[src/rtl/alarm_set_controller.sv]
`default_nettype none
// ============================================================================
//  Module   : alarm_set_controller
//  Purpose  : Alarm entry sequencer (hour/minute/second) plus ring, snooze
//             and auto-stop control. Optional snooze: ALARM_SNOOZE_EN.
//  Revision : 1.0  initial release
// ============================================================================
module alarm_set_controller #(
`ifdef ALARM_SNOOZE_EN
   parameter int SNOOZE_SEC = 300,
   parameter int MAX_SNOOZE = 3,
`endif
   parameter int RING_SEC   = 60
) (
   input  logic       clk,
   input  logic       alarm_reset,
   input  logic       tick_1hz,
   input  logic       set_btn,
   input  logic       cancel_btn,
   input  logic       stop_btn,
   input  logic       snooze_btn,
   input  logic [0:5] input_data,
   input  logic       alarm_light,
   output logic       ld_alarm_hr,
   output logic       ld_alarm_min,
   output logic       ld_alarm_sec,
   output logic       on_alarm,
   output logic       stop_alarm,
   output logic       armed,
   output logic       entry_err,
   output logic [2:0] state_o
);

   localparam logic [2:0] S_IDLE    = 3'd0;
   localparam logic [2:0] S_SET_HR  = 3'd1;
   localparam logic [2:0] S_SET_MIN = 3'd2;
   localparam logic [2:0] S_SET_SEC = 3'd3;
   localparam logic [2:0] S_ARMED   = 3'd4;
   localparam logic [2:0] S_RINGING = 3'd5;
   localparam logic [2:0] S_SNOOZE  = 3'd6;

   localparam int RING_W = $clog2(RING_SEC);

   logic [2:0]        state_q, state_d;
   logic [RING_W-1:0] ring_cnt_q, ring_cnt_d;
   logic              light_prev_q, light_prev_d;
   logic              light_rise;
   logic              field_ok;
   logic              set_req;

`ifdef ALARM_SNOOZE_EN
   localparam int SNZ_W = $clog2(SNOOZE_SEC + 1);
   localparam int MS_W  = $clog2(MAX_SNOOZE + 1);

   logic [SNZ_W-1:0] snz_tmr_q, snz_tmr_d;
   logic [MS_W-1:0]  snooze_cnt_q, snooze_cnt_d;
`endif

   assign light_rise   = alarm_light && !light_prev_q;
   assign light_prev_d = alarm_light;
   // cancel always beats set when both arrive together
   assign set_req      = set_btn && !cancel_btn;
   assign field_ok     = (state_q == S_SET_HR) ? (input_data < 6'd24) : (input_data < 6'd60);

   always_ff @(posedge clk or posedge alarm_reset) begin
      if (alarm_reset) begin
         state_q      <= S_IDLE;
         ring_cnt_q   <= '0;
         light_prev_q <= 1'b0;
`ifdef ALARM_SNOOZE_EN
         snz_tmr_q    <= '0;
         snooze_cnt_q <= '0;
`endif
      end else begin
         state_q      <= state_d;
         ring_cnt_q   <= ring_cnt_d;
         light_prev_q <= light_prev_d;
`ifdef ALARM_SNOOZE_EN
         snz_tmr_q    <= snz_tmr_d;
         snooze_cnt_q <= snooze_cnt_d;
`endif
      end
   end

   always_comb begin
      state_d    = state_q;
      ring_cnt_d = ring_cnt_q;
`ifdef ALARM_SNOOZE_EN
      snz_tmr_d    = snz_tmr_q;
      snooze_cnt_d = snooze_cnt_q;
`endif
      case (state_q)
         S_IDLE: begin
            if (set_req) state_d = S_SET_HR;
         end
         S_SET_HR, S_SET_MIN, S_SET_SEC: begin
            if (cancel_btn)                state_d = S_IDLE;
            else if (set_btn && field_ok)  state_d = state_q + 3'd1;
         end
         S_ARMED: begin
            if (cancel_btn) begin
               state_d = S_IDLE;
            end else if (light_rise) begin
               state_d    = S_RINGING;
               ring_cnt_d = '0;
`ifdef ALARM_SNOOZE_EN
               snooze_cnt_d = '0;
`endif
            end
         end
         S_RINGING: begin
            if (stop_btn) begin
               state_d = S_ARMED;
            end else if (snooze_btn) begin
`ifdef ALARM_SNOOZE_EN
               if (snooze_cnt_q < MS_W'(MAX_SNOOZE)) begin
                  state_d      = S_SNOOZE;
                  snooze_cnt_d = snooze_cnt_q + 1'b1;
                  snz_tmr_d    = '0;
               end else begin
                  state_d = S_ARMED;
               end
`else
               state_d = S_ARMED;
`endif
            end else if (tick_1hz) begin
               if (ring_cnt_q == RING_W'(RING_SEC - 1)) state_d = S_ARMED;
               else                                      ring_cnt_d = ring_cnt_q + 1'b1;
            end
         end
`ifdef ALARM_SNOOZE_EN
         S_SNOOZE: begin
            if (stop_btn || cancel_btn) begin
               state_d = S_ARMED;
            end else if (tick_1hz) begin
               if (snz_tmr_q == SNZ_W'(SNOOZE_SEC - 1)) begin
                  state_d    = S_RINGING;
                  ring_cnt_d = '0;
               end else begin
                  snz_tmr_d = snz_tmr_q + 1'b1;
               end
            end
         end
`endif
         default: state_d = S_IDLE;
      endcase
   end

   // Strobes and error pulses are decoded from the current state and button,
   // so they last exactly the accept/reject cycle.
   always_comb begin
      ld_alarm_hr  = (state_q == S_SET_HR)  && set_req && field_ok;
      ld_alarm_min = (state_q == S_SET_MIN) && set_req && field_ok;
      ld_alarm_sec = (state_q == S_SET_SEC) && set_req && field_ok;
      entry_err    = ((state_q == S_SET_HR) || (state_q == S_SET_MIN) || (state_q == S_SET_SEC))
                     && set_req && !field_ok;
      on_alarm     = (state_q == S_RINGING);
      stop_alarm   = (state_q == S_RINGING) && (state_d != S_RINGING);
      armed        = (state_q == S_ARMED) || (state_q == S_RINGING) || (state_q == S_SNOOZE);
      state_o      = state_q;
   end

endmodule
`default_nettype wire

[config.mk]
export PLATFORM = sky130hd
export DESIGN_NAME = alarm_set_controller
export DESIGN_NICKNAME = d
export VERILOG_FILES = /design/src/rtl/alarm_set_controller.sv
export SDC_FILE = /design/constraint.sdc
export NUM_CORES = 1
export LEC_CHECK = 0
export ABC_AREA = 1
export ABC_CLOCK_PERIOD_IN_PS = 4500
export CAP_MARGIN = 20
export CORE_ASPECT_RATIO = 1.5
export CORE_MARGIN = 5
export CORE_UTILIZATION = 35
export DETAILED_ROUTE_END_ITERATION = 10
export SYNTH_ARGS = -nofsm -noshare
export SYNTH_HDL_FRONTEND = slang
export SYNTH_SLANG_ARGS = --single-unit
[constraint.sdc]
create_clock -name clk -period 4.5 [get_ports clk]
set_input_delay 0.675 -clock clk [delete_from_list [all_inputs] [get_ports clk]]
set_output_delay 0.675 -clock clk [all_outputs]
set_load 0.03 [all_outputs]
* Word-level counts from Yosys, hierarchy flattened
Cells that the tools add are included.
** Word-level totals
- Register bits :: 10
- Input bits :: 14
- Output and inout port bits :: 10
- Word-level logic and storage cells :: 62
** Cells by class
- Add/subtract/negate cells :: 2
- Magnitude comparators :: 2
- Eq/ne operators :: 14
- Mux-type cells :: 18
- Reductions and logical operators :: 23
** Operators by type and width (count)
- 6-bit two-way mux :: 6
- 3-bit two-way mux :: 9
- 1-bit logical AND :: 12
- 2-bit != test, second input constant :: 6
- 3-bit one-hot mux with 4 select lines :: 1
- 6-bit one-hot mux with 2 select lines :: 1
- 3-bit equality test, second input constant :: 3
- 7-bit AND reduction :: 1
- 6-bit by 1-bit adder with 6-bit output, second input constant :: 1
- 3-bit by 2-bit equality test with 1-bit output, second input constant :: 2
- 6-bit equality test, second input constant :: 1
- 6-bit by 5-bit less-than comparator with 1-bit output, second input constant :: 1
- 6-bit less-than comparator, second input constant :: 1
- 1-bit logical OR :: 4
- 3-bit by 1-bit adder with 3-bit output, second input constant :: 1
- 3-bit by 1-bit equality test with 1-bit output, second input constant :: 1
- 1-bit logical NOT :: 3
- 3-bit logical NOT :: 1
- 3-bit != test, second input constant :: 1
- 3-bit OR reduction :: 1
- 2-bit nonzero test :: 1
- 1-bit two-way mux :: 1

* Depth between registers and ports, before layout
- Depth after elaboration :: 8
- Depth in mapped cells :: 14

* Worst setup path before layout
No wires, ideal clock.
- Path kind :: register to output
- From :: reg state_q[1], in the netlist state_o[1]
- To :: out ld_alarm_min
- Arrival time :: 1.976 ns
- Required time :: 3.825 ns
- Slack :: 1.849 ns
- Cell stages (with the launch flop) :: 10
- Buffers on the path :: 0
- Cell sequence :: dfrtp_1 > inv_1 > ha_1 > inv_1 > nor2_1 > nand2_1 > nand2_1 > nand2_2 > nand3_1 > nor3_1
** Between the ends
- Longest elaborated chain between the ends :: 3
- Elaborated cells on any way between the ends :: 5
- Those cells by class :: eq/ne: 2; mux: 1; reduce/logical: 2
** Ends and longest elaborated chain
- from (decl) :: line 44 : logic [2:0] state_q, state_d;
- from (signal assigned) :: line 75 : state_q <= state_d;
- 3-bit by 1-bit equality test with 1-bit output or 3-bit by 2-bit equality test with 1-bit output (tied branches) :: line 63, 153
- 1-bit two-way mux or 1-bit logical AND (tied branches) :: line 63, 153
- 1-bit logical AND (*) :: line 153 : ld_alarm_min = (state_q == S_SET_MIN) && set_req && field_ok;
- to (decl) :: line 25 : output logic ld_alarm_min,
Mark *: on every way between the ends. The rest lies on a longest branch, timed or not.

* Worst setup path in the final report
- From :: in cancel_btn
- To :: out stop_alarm
** Between the ends
- Longest elaborated chain between the ends :: 6
- Elaborated cells on any way between the ends :: 8
- Those cells by class :: eq/ne: 1; mux: 4; reduce/logical: 3
** Ends and longest elaborated chain
- from (decl) :: line 19 : input logic cancel_btn,
- 1-bit logical NOT :: line 62 : assign set_req = set_btn && !cancel_btn;
- 1-bit logical AND :: line 62
- 3-bit two-way mux :: line 94 : if (set_req) state_d = S_SET_HR;
- 3-bit one-hot mux with 4 select lines (*) :: line 92 : case (state_q)
- named net state_d[0] :: line 44
- 3-bit != test (*) :: line 158 : stop_alarm = (state_q == S_RINGING) && (state_d != S_RINGING);
- 1-bit logical AND (*) :: line 158
- to (decl) :: line 28 : output logic stop_alarm,
Mark *: on every way through the listed nets, which the timed path passes. The rest lies on a longest branch.

==> results.tsv <==
metric	value	unit
# hold bufs at CTS	0	
Mean Syn Cell Area	6.667	µm²
Mapped Cells	128	
final antenna-violating net count	0	
total CTS buffers	3	
Die Span Y	70.48	µm
sequential area share after synthesis	29.33	%
minimum clock period after layout	3314	ps
Slew @ Worst Pin	484.5	ps
# setup viols final	0	
Placer Congestion	0.8771	
Max VDD drop	0.2692	mV
DP HPWL	1699	µm
Final Instance Area	1119	µm²
largest net degree at the start of global routing	13	
cell area after synthesis	853.3	µm²
R2R depth	8	
Pleak	0.5356	nW
setup_tns	0	ps
grt ovf	0	
category of the most critical setup path	input port to output port	
die area	3546	µm²
Setup WS pre-CTS	1182	ps
HP Class	register to register	
First DRT Iteration DRCs	11	
Critical Path AT	2640	ps
share of cells above drive strength 1	8.553	%
r2r endpoint	ring_cnt_q[0]	
postcts setup bufs	0	
clk slew on worst S/H paths	60	ps
pwr dens	510.0	nW/µm²
final net count	173	
Sequential Power Share	30.6	%
chip width	50.32	µm
clk_skew	0.4543	ps
register bit count reported by yosys	10	
hold_sp	ring_cnt_q[4]	
Hold Crit Endpoint	ring_cnt_q[4]	
Fin. Hold Viols	0	
crit end category	output port	
Peak Freq	0.3018	GHz
most frequent cells in the layout	28 x nand2_1, 21 x clkdlybuf4s50_1, 20 x inv_1	
Synthesis Warnings	0	
Setup crit start kind	input port	
commonest non-fill, non-tap cell in the layout	nand2_1	
Pins Over Slew Limit	0	
Site Rows	22	
Finished Layout Cells	176	
CTS root buffer	clkbuf_4	
Final Util	46.71	%
Max Buffers Root-to-Sink	2	
r2r startpoint	state_o[1]	
WHS	576.1	ps
CTS sink cnt	10	
I/O pin count	24	
switching pwr	271.0	µW
RSZ-0062 raised after global routing	no	
via count	871	
drt drc	0	
Logic pwr share	55.5	%
Worst-Skew Late Latency	260	ps
first-pass GRT wire length	3422	µm
Max transition margin	67.70	%
Clk pwr share	13.9	%
P_int	299.5	µW
initial core utilization	35.63	%
post-place instance area	1082	µm²
Total Power	570.5	µW
drt total wl	2045	µm
CP Max Fanout	3	
setup slack, reg-to-reg	2540	ps
ant diodes	0	
vias in the first global route	819	
Sw Ratio	47.50	%
synth unique cells	25	
Max-cap violations	0	
status	completed	
core area	2395	µm²
Hold Path Stages	2	
drt pass-1 iters	4	
crit share post-route	73.64	%
post_cts resized	0	
Layout area overhead	31.08	%
critical path launch point	cancel_btn	
Avg WL per Cell	11.62	µm
GRT Overall Usage	12.27	%
clock tree from TritonCTS	done	
Cells after DPL	172	
Synthesized Nets	148	
I/O Buffers	21	
Critical Path RT	3830	ps
via/cell ratio	4.949	
Max H-tree Level	1	
initial antenna violation count	0	
final worst slack	1186	ps
-- power by group through the flow --
stage | Combinational (mW) | Sequential (mW) | Clock (mW)
finish | 0.317 | 0.174 | 0.0793
global route | 0.361 | 0.181 | 0.0863
floorplan | 0.210 | 0.184 | 0
detailed placement | 0.320 | 0.175 | 0
CTS | 0.321 | 0.173 | 0.0821
global placement | 0.313 | 0.176 | 0
-- worst max-delay path: stages --
cell and delay (ps):
clkdlybuf4s50_1 510, inv_1 70, nand3_1 90, clkinv_1 100
o21ai_0 90, nand2_1 70, nor2_1 110, nand2_1 80
nand3_1 90, nand2_1 60, inv_1 50, clkdlybuf4s50_1 660
-- layer usage --
| metal | track usage, % | wire (µm) | up-vias |
|---|---|---|---|
| met2 | 21.68 | 1088 | 25 |
| met3 | 1.919 | 128 | 7 |
| met4 | 8.239 | 54 | 0 |
| met1 | 12.63 | 773 | 383 |
| li1 | - | - | 456 |
| met5 | 0 | 0 | - |
-- cell type report --
class	instances	area (µm²)
fillers	260	1276
well taps	24	30.03
inverters	23	91.34
multi-input cells	94	500.5
repair buffers	21	210.2
clock buffers	4	36.28
flip-flops and latches	10	250.2
-- sequential cells by signal (all words and copies together) (netlist names) --
register,flops
light_prev_q,1
state_o,3
ring_cnt_q,6
-- cell families (layout without fill, tap and decap cells) --
group,count (synthesis),in the layout,share of synthesized area (%)
adder cells (fa/ha/maj),6,6,8.797
XOR/XNOR,3,3,3.080
AO/OA/AOI/OAI,15,15,10.56
buffers and inverters,24,48,12.02
flip-flops,10,10,29.33
AND/OR/NAND/NOR,70,70,36.22
-- worst max path at each step --
stage / slack [ps] / end / cells past startpoint
3_5_place_dp: 1180 / stop_alarm / 12
3_3_place_gp: 1190 / stop_alarm / 12
2_1_floorplan: 1850 / ld_alarm_min / 9
6_report: 1190 / stop_alarm / 12
5_1_grt: 980 / stop_alarm / 14
4_1_cts: 1170 / stop_alarm / 12
-- synth_stat cells --
cell	n	area share [%]
nand2_1	28	12
inv_1	20	8.8
nand3_1	17	10
nor2_1	15	6.6
dfrtp_1	10	29
ha_1	6	8.8
o21ai_1	5	2.9
nand2_2	3	2.2
nor3_1	3	1.8
o21ai_0	3	1.8
xor2_1	3	3.1
nor2_2	2	1.5
a21o_1	1	0.88
a21oi_1	1	0.59
a21oi_2	1	1.0
a22oi_1	1	0.88
a31oi_1	1	0.73
buf_6	1	1.3
clkinv_1	1	0.44
clkinv_4	1	1.0
inv_2	1	0.44
nand4_1	1	0.73
nor3_2	1	1.2
o211ai_1	1	0.88
o21a_1	1	0.88
No activity file was read; power rests on OpenSTA's default activity.
